--- config.mk ---
export PLATFORM = sky130hd
export DESIGN_NAME = sparc_exu_addsub_pwrctl_flat
export DESIGN_NICKNAME = d
export VERILOG_FILES = /design/src/rtl/sparc_exu_addsub_pwrctl_pkg.sv /design/src/rtl/sparc_exu_addsub_pwrctl_if.sv /design/src/rtl/sparc_exu_pwrctl_satcnt.sv /design/src/rtl/sparc_exu_addsub_pwrctl.sv /design/src/flat_wrapper.sv
export SDC_FILE = /design/constraint.sdc
export NUM_CORES = 1
export LEC_CHECK = 0
export CORE_UTILIZATION = 37
export DETAILED_ROUTE_END_ITERATION = 16
export PLACE_DENSITY = 0.71
export SLEW_MARGIN = 20
export SYNTH_ARGS = -nofsm -noshare
export SYNTH_HDL_FRONTEND = slang
export SYNTH_SLANG_ARGS = --single-unit
export TNS_END_PERCENT = 30
--- constraint.sdc ---
create_clock -name rclk -period 2.6 [get_ports rclk]
set_clock_uncertainty 0.05 [all_clocks]
set_input_delay 0.65 -clock rclk [delete_from_list [all_inputs] [get_ports rclk]]
set_output_delay 0.65 -clock rclk [all_outputs]
set_load 0.01 [all_outputs]
--- src/rtl/sparc_exu_addsub_pwrctl_pkg.sv ---
// EXU add/sub power sequencer: state encoding and per-state output decode.
// Shared by the sequencer top and its interface.
package sparc_exu_pwr_pkg;

  localparam int IDLE_W_DEF   = 8;
  localparam int WAKE_MIN_DEF = 4;

  typedef enum logic [2:0] {
    ST_ON      = 3'd0,
    ST_SAVE    = 3'd1,
    ST_CGATE   = 3'd2,
    ST_SLEEP   = 3'd3,
    ST_WAKE    = 3'd4,
    ST_RESTORE = 3'd5
  } pwr_st_e;

  typedef struct packed {
    logic cen;
    logic nsleep;
    logic save;
    logic nrestore;
    logic iso_en;
    logic stall_d;
    logic on_l;
  } pwr_out_t;

  localparam pwr_out_t OUT_ON      = 7'b1101000;
  localparam pwr_out_t OUT_SAVE    = 7'b1111011;
  localparam pwr_out_t OUT_CGATE   = 7'b0101111;
  localparam pwr_out_t OUT_SLEEP   = 7'b0001111;
  localparam pwr_out_t OUT_WAKE    = 7'b0101111;
  localparam pwr_out_t OUT_RESTORE = 7'b0100111;

  function automatic pwr_out_t st_decode(input pwr_st_e s);
    pwr_out_t o;
    o = OUT_ON;
    unique case (s)
      ST_ON:      o = OUT_ON;
      ST_SAVE:    o = OUT_SAVE;
      ST_CGATE:   o = OUT_CGATE;
      ST_SLEEP:   o = OUT_SLEEP;
      ST_WAKE:    o = OUT_WAKE;
      ST_RESTORE: o = OUT_RESTORE;
      default:    o = OUT_ON;
    endcase
    return o;
  endfunction

endpackage

--- src/rtl/sparc_exu_addsub_pwrctl_if.sv ---
// Control bundle between decode/power switch and the add/sub sequencer.
// Stats ports exist only with SPARC_EXU_PWRCTL_STATS_EN defined.
interface sparc_exu_addsub_pwrctl_if #(
  parameter int IDLE_W = 8
);
  logic              pwr_en;
  logic [IDLE_W-1:0] idle_thresh;
  logic              addsub_req_d;
  logic              pwr_good;
  logic              cen;
  logic              nsleep;
  logic              save;
  logic              nrestore;
  logic              iso_en;
  logic              stall_d;
  logic              addsub_on_l;
`ifdef SPARC_EXU_PWRCTL_STATS_EN
  logic [31:0]       sleep_cyc;
  logic [15:0]       wake_cnt_tot;

  modport master (
    output pwr_en, idle_thresh,
    output addsub_req_d, pwr_good,
    input  cen, nsleep, save,
    input  nrestore, iso_en,
    input  stall_d, addsub_on_l,
    input  sleep_cyc, wake_cnt_tot
  );

  modport slave (
    input  pwr_en, idle_thresh,
    input  addsub_req_d, pwr_good,
    output cen, nsleep, save,
    output nrestore, iso_en,
    output stall_d, addsub_on_l,
    output sleep_cyc, wake_cnt_tot
  );
`else
  modport master (
    output pwr_en, idle_thresh,
    output addsub_req_d, pwr_good,
    input  cen, nsleep, save,
    input  nrestore, iso_en,
    input  stall_d, addsub_on_l
  );

  modport slave (
    input  pwr_en, idle_thresh,
    input  addsub_req_d, pwr_good,
    output cen, nsleep, save,
    output nrestore, iso_en,
    output stall_d, addsub_on_l
  );
`endif
endinterface

--- src/rtl/sparc_exu_pwrctl_satcnt.sv ---
// Saturating up-counter with synchronous clear (clear wins).
// Used for the idle and wake interval counters.
module sparc_exu_pwrctl_satcnt #(
  parameter int W = 8
) (
  input  logic         clk,
  input  logic         rst_n,
  input  logic         i_clr,
  input  logic         i_inc,
  output logic [W-1:0] o_cnt
);

  logic [W-1:0] r_cnt;

  always_ff @(posedge clk or negedge rst_n) begin
    if (!rst_n) begin
      r_cnt <= '0;
    end else if (i_clr) begin
      r_cnt <= '0;
    end else if (i_inc && !(&r_cnt)) begin
      r_cnt <= r_cnt + 1'b1;
    end
  end

  assign o_cnt = r_cnt;

endmodule

--- src/rtl/sparc_exu_addsub_pwrctl.sv ---
// Add/sub unit power sequencer: idle -> save -> clock gate -> rail off, and back.
// Optional stats counters: define SPARC_EXU_PWRCTL_STATS_EN.
module sparc_exu_addsub_pwrctl
  import sparc_exu_pwr_pkg::*;
#(
  parameter int IDLE_W   = IDLE_W_DEF,
  parameter int WAKE_MIN = WAKE_MIN_DEF,
  parameter int WAKE_W   = 3
) (
  input  logic rclk,
  input  logic arst_l,
  sparc_exu_addsub_pwrctl_if.slave bus
);

  if ((1 << WAKE_W) <= WAKE_MIN) begin : g_bad_wake_w
    $error("WAKE_W too narrow for WAKE_MIN");
  end

  pwr_st_e           r_state;
  pwr_st_e           w_nxt;
  pwr_out_t          r_out;
  logic [IDLE_W-1:0] w_idle_cnt;
  logic [WAKE_W-1:0] w_wake_cnt;
  logic [IDLE_W:0]   w_idle_inc;
  logic              w_in_on;
  logic              w_in_wake;
  logic              w_go_save;
  logic              w_abort;
  logic              w_wake_ok;

  assign w_in_on   = (r_state == ST_ON);
  assign w_in_wake = (r_state == ST_WAKE);

  sparc_exu_pwrctl_satcnt #(.W(IDLE_W)) u_idle (
    .clk   (rclk),
    .rst_n (arst_l),
    .i_clr (!w_in_on || bus.addsub_req_d),
    .i_inc (1'b1),
    .o_cnt (w_idle_cnt)
  );

  sparc_exu_pwrctl_satcnt #(.W(WAKE_W)) u_wake (
    .clk   (rclk),
    .rst_n (arst_l),
    .i_clr (!w_in_wake),
    .i_inc (1'b1),
    .o_cnt (w_wake_cnt)
  );

  // Count includes the current idle cycle, so compare idle_cnt+1.
  assign w_idle_inc = {1'b0, w_idle_cnt} + 1'b1;

  assign w_go_save = bus.pwr_en
                  && (|bus.idle_thresh)
                  && !bus.addsub_req_d
                  && (w_idle_inc >= {1'b0, bus.idle_thresh});

  assign w_abort = bus.addsub_req_d || !bus.pwr_en;

  assign w_wake_ok = bus.pwr_good
                  && (w_wake_cnt >= WAKE_W'(WAKE_MIN - 1));

  always_comb begin
    w_nxt = r_state;
    unique case (r_state)
      ST_ON: begin
        if (w_go_save) w_nxt = ST_SAVE;
      end
      ST_SAVE: begin
        w_nxt = w_abort ? ST_ON : ST_CGATE;
      end
      ST_CGATE: begin
        w_nxt = w_abort ? ST_ON : ST_SLEEP;
      end
      ST_SLEEP: begin
        if (w_abort) w_nxt = ST_WAKE;
      end
      ST_WAKE: begin
        if (w_wake_ok) w_nxt = ST_RESTORE;
      end
      ST_RESTORE: begin
        w_nxt = ST_ON;
      end
      default: begin
        w_nxt = ST_ON;
      end
    endcase
  end

  always_ff @(posedge rclk or negedge arst_l) begin
    if (!arst_l) begin
      r_state <= ST_ON;
      r_out   <= OUT_ON;
    end else begin
      r_state <= w_nxt;
      r_out   <= st_decode(w_nxt);
    end
  end

  assign bus.cen         = r_out.cen;
  assign bus.nsleep      = r_out.nsleep;
  assign bus.save        = r_out.save;
  assign bus.nrestore    = r_out.nrestore;
  assign bus.iso_en      = r_out.iso_en;
  assign bus.stall_d     = r_out.stall_d;
  assign bus.addsub_on_l = r_out.on_l;

`ifdef SPARC_EXU_PWRCTL_STATS_EN
  logic [15:0] r_wake_tot;

  sparc_exu_pwrctl_satcnt #(.W(32)) u_sleep_cyc (
    .clk   (rclk),
    .rst_n (arst_l),
    .i_clr (1'b0),
    .i_inc (!r_out.nsleep),
    .o_cnt (bus.sleep_cyc)
  );

  always_ff @(posedge rclk or negedge arst_l) begin
    if (!arst_l) begin
      r_wake_tot <= '0;
    end else if (r_state == ST_SLEEP && w_nxt == ST_WAKE) begin
      r_wake_tot <= r_wake_tot + 1'b1;
    end
  end

  assign bus.wake_cnt_tot = r_wake_tot;
`endif

endmodule

--- src/flat_wrapper.sv ---
// flat-port wrapper written by rule: the top's interface ports become plain ports
module sparc_exu_addsub_pwrctl_flat import sparc_exu_pwr_pkg::*;
#(
  parameter int IDLE_W   = IDLE_W_DEF,
  parameter int WAKE_MIN = WAKE_MIN_DEF,
  parameter int WAKE_W   = 3
)
  (rclk, arst_l, bus_pwr_en, bus_idle_thresh, bus_addsub_req_d, bus_pwr_good, bus_cen, bus_nsleep, bus_save, bus_nrestore, bus_iso_en, bus_stall_d, bus_addsub_on_l);
  sparc_exu_addsub_pwrctl_if #(.IDLE_W(IDLE_W)) bus_i ();
  input  logic rclk;
  input  logic arst_l;
  input wire logic [$bits(bus_i.pwr_en)-1:0] bus_pwr_en;
  input wire logic [$bits(bus_i.idle_thresh)-1:0] bus_idle_thresh;
  input wire logic [$bits(bus_i.addsub_req_d)-1:0] bus_addsub_req_d;
  input wire logic [$bits(bus_i.pwr_good)-1:0] bus_pwr_good;
  output wire logic [$bits(bus_i.cen)-1:0] bus_cen;
  output wire logic [$bits(bus_i.nsleep)-1:0] bus_nsleep;
  output wire logic [$bits(bus_i.save)-1:0] bus_save;
  output wire logic [$bits(bus_i.nrestore)-1:0] bus_nrestore;
  output wire logic [$bits(bus_i.iso_en)-1:0] bus_iso_en;
  output wire logic [$bits(bus_i.stall_d)-1:0] bus_stall_d;
  output wire logic [$bits(bus_i.addsub_on_l)-1:0] bus_addsub_on_l;
  assign bus_i.pwr_en = bus_pwr_en;
  assign bus_i.idle_thresh = bus_idle_thresh;
  assign bus_i.addsub_req_d = bus_addsub_req_d;
  assign bus_i.pwr_good = bus_pwr_good;
  assign bus_cen = bus_i.cen;
  assign bus_nsleep = bus_i.nsleep;
  assign bus_save = bus_i.save;
  assign bus_nrestore = bus_i.nrestore;
  assign bus_iso_en = bus_i.iso_en;
  assign bus_stall_d = bus_i.stall_d;
  assign bus_addsub_on_l = bus_i.addsub_on_l;
  sparc_exu_addsub_pwrctl #(.IDLE_W(IDLE_W), .WAKE_MIN(WAKE_MIN), .WAKE_W(WAKE_W)) u_core (.rclk(rclk), .arst_l(arst_l), .bus(bus_i));
endmodule
==> summary.md <==
| Metric | Value |
|---|---|
| Status | `finished with violations` |
| Failing checks | `design-rule violations` |
| Setup TNS | `0 ns` |
| Metal1 wirelength | `989 um` |
| Fmax | `428 MHz` |
| Register-to-register setup slack | `0.26 ns` |
| Die height | `57.3 um` |
| Area grow syn2layout | `23.7%` |
| Starting Density | `0.400` |
| Placer Congestion | `0.842` |
| Core area | `2830 um^2` |
| Max-slew violation count | `0` |
| Post-Synth Adder-Cell Area | `0.133` |
| Library cells used by synthesis | `30` |
| Total CTS buffers | `3` |
| Worst slew pin tran | `0.524 ns` |
| CP Launch Type | `flop` |
| Row cnt | `19` |
| Setup CP Type | `flop to flop` |
| Hold Path Depth | `1` |
| Full die area | `3280 um^2` |
| Synth Area per Inst | `10.5 um^2` |
| Syn Inst Count | `108` |
| WL per Instance | `13.4 um` |
| PD cells | `580 nW/um^2` |
| Commonest non-fill, non-tap cells in the layout | `clkdlybuf4s50_1, nor2_1, dfrtp_1` |
| RR Startpoint | `u_core.u_idle.o_cnt[0]` |
| Die Wd | `57.3 um` |
| Via-per-instance ratio | `5.34` |
| PortBufs | `19` |
| Tcrit/Tclk final | `0.900` |
| GRT Overall Usage | `0.149` |
| Post-CTS Setup Bufs | `0` |
| First-pass GRT wire length | `3700 um` |
| YS warnings | `0` |
| Dpl hpwl | `1700 um` |
| P_leak | `0.736 nW` |
| Post-synthesis simple-gate area fraction | `0.178` |
| HP Start | `u_core.r_state[2]` |
| Critical path arrival | `2.48 ns` |
| DRT Pass-1 Iters | `10` |
| FF-to-FF path depth | `9` |
| Final min period | `2.34 ns` |
| Total Wirelength | `2170 um` |
| Routed wl met3 | `103 um` |
| Compound-gate portion of the synthesized area | `0.127` |
| CP max FO | `5` |
| Root buffer cell | `clkbuf_4` |
| Fraction of synthesized area in multiplexers | `0.0177` |
| Final Hold Viols | `0` |
| Vias in the first global route | `869` |
| Most common cell after layout, fill and taps aside | `clkdlybuf4s50_1` |
| CTS Sinks | `20` |
| Hold path endpoint | `u_core.r_state[2]` |
| Yosys reg bits | `20` |
| Clock transition at the registers of the reported paths | `0.11 ns` |
| Worst hold path type | `flop to flop` |
| Synthesized cell area | `1130 um^2` |
| Drc violations | `2` |
| Post-synthesis sequential area ratio | `0.446` |
| Post-place setup slack | `0.0458 ns` |
| Synthesized net count | `133` |
| Io pins | `20` |
| Slew headroom | `0.650` |
| XOR/XNOR Fraction of Synth Area | `0.0619` |
| Initial drt markers | `18` |
| RSZ-0062 raised after global routing | `no` |
| Initial antenna violation count | `0` |
| Final Setup Violations | `0` |
| Share of layout cells above drive strength 1 | `0.0992` |
| Nets | `157` |
| CTS tree | `done` |
| Longest Clk Path Bufs | `2` |
| Max Cap Viol | `0` |
| Gr ovfl total | `0` |
| Pin count of the biggest net entering global routing | `21` |
| Main combinational cell family by area after synthesis | `simple AND/OR/NAND/NOR gates` |
| PnR worst setup slack | `0.261 ns` |
| Metal2 WL | `1050 um` |
| Max IR drop VDD | `0.290 mV` |
| Clk_lat worst skew | `0.30 ns` |
| # diodes | `0` |
| H-tree depth | `1` |
| Crit. End Element | `flop` |
| Vias | `865` |
| Routed Antenna Nets | `0` |
| Critical path required time | `2.74 ns` |
| Reg2Reg Capture Point | `u_core.r_state[0]` |
| Top Metal Used | `met4` |
-- flip-flops by register name, indices dropped and copies added (netlist names) --
register,flops
u_core.u_idle.o_cnt,8
u_core.r_state,3
u_core.u_wake.o_cnt,3
u_core.bus.addsub_on_l,1
u_core.bus.cen,1
u_core.bus.iso_en,1
u_core.bus.nrestore,1
u_core.bus.nsleep,1
u_core.bus.save,1
-- metal layers --
metal / vias up / track usage
met5: - / 0
li1: 419 / -
met3: 5 / 0.0454
met4: 0 / 0.0453
met1: 421 / 0.180
met2: 20 / 0.257
-- kinds of logic after synthesis --
group                    after synthesis
flip-flops                            20
adder cells (fa/ha/maj)               12
AO/OA/AOI/OAI                         16
AND/OR/NAND/NOR                       40
multiplexers                           2
buffers and inverters                 10
XOR/XNOR                               8
-- power by group --
group | internal (mW) | total [mW] | switching (mW)
Clock | 0.0598 | 0.153 | 0.0928
Combinational | 0.133 | 0.254 | 0.121
Sequential | 0.364 | 0.405 | 0.0409
Total | 0.557 | 0.812 | 0.255
-- synth_stat cells --
cell        n  area [um^2]
o21a_1      1         7.51
a211o_1     1         8.76
a2111oi_2   2         30.0
nand3_1     4         20.0
nor3_4      1         16.3
o21ai_0     2         10.0
o21ai_1     1         5.00
o21ba_1     4         40.0
nand2_1     7         26.3
o31ai_1     1         7.51
nor2_1     18         67.6
or3b_1      2         17.5
xnor2_1     2         17.5
dfrtp_1    17          425
buf_4       1         7.51
nor4_1      2         12.5
mux2i_1     2         20.0
and3_1      1         6.26
xor2_1      6         52.6
nor3b_1     1         7.51
nor2b_1     1         6.26
o31ai_2     1         12.5
dfstp_2     3         78.8
inv_1       9         33.8
o211ai_2    1         12.5
a21oi_1     2         10.0
nor3_1      1         5.00
ha_1       12          150
nand3_2     1         10.0
nand4_1     1         6.26
-- worst max-delay path, cell delays in order (launching register included) --
cell and delay (ns):
dfrtp_1 0.45, ha_1 0.25, nand2_1 0.12, nor2_1 0.14, xor2_1 0.24, ha_1 0.29, nand3_1 0.07, nand2_1 0.12
a2111oi_4 0.37, o211ai_2 0.12
-- per-stage QoR --
stage | hold slack, ns | instances | total power, mW | cell area [um^2] | utilization
after CTS | 0.503 | 162 | 0.818 | 1390 | 0.490
after detailed placement | 0.488 | 158 | 0.663 | 1360 | 0.481
after global routing | 0.556 | 162 | 0.878 | 1400 | 0.494
final | 0.505 | 162 | 0.812 | 1400 | 0.494
after global placement | 0.480 | 158 | 0.655 | 1360 | 0.481
after floorplan | 0.304 | 108 | 0.556 | 1130 | -
-- worst max path at each step --
stage | slack, ns | cells after the start | start | endpoint
after detailed placement | 0.05 | 7 | bus_idle_thresh[7] | u_core.r_state[0]
after global routing | 0.06 | 9 | u_core.u_idle.o_cnt[0] | u_core.bus.addsub_on_l
after CTS | 0.17 | 9 | u_core.u_idle.o_cnt[0] | u_core.r_state[0]
after global placement | 0.12 | 7 | bus_idle_thresh[7] | u_core.r_state[0]
final | 0.26 | 9 | u_core.u_idle.o_cnt[0] | u_core.r_state[0]
after floorplan | 0.47 | 8 | u_core.u_idle.o_cnt[2] | u_core.r_state[0]
-- layout make-up --
cell class | instances | area [um^2]
timing repair buffer | 20 | 198
tap | 31 | 38.8
fill | 257 | 1430
sequential | 20 | 504
inverter | 9 | 33.8
multi-input combinational | 78 | 598
clock buffer | 4 | 26.3
-- timing repair --
item	CTS	global route
setup endpoints to repair	0	2
hold buffers	0	0
resized for setup	0	1
No activity file was read; power rests on OpenSTA's default activity.
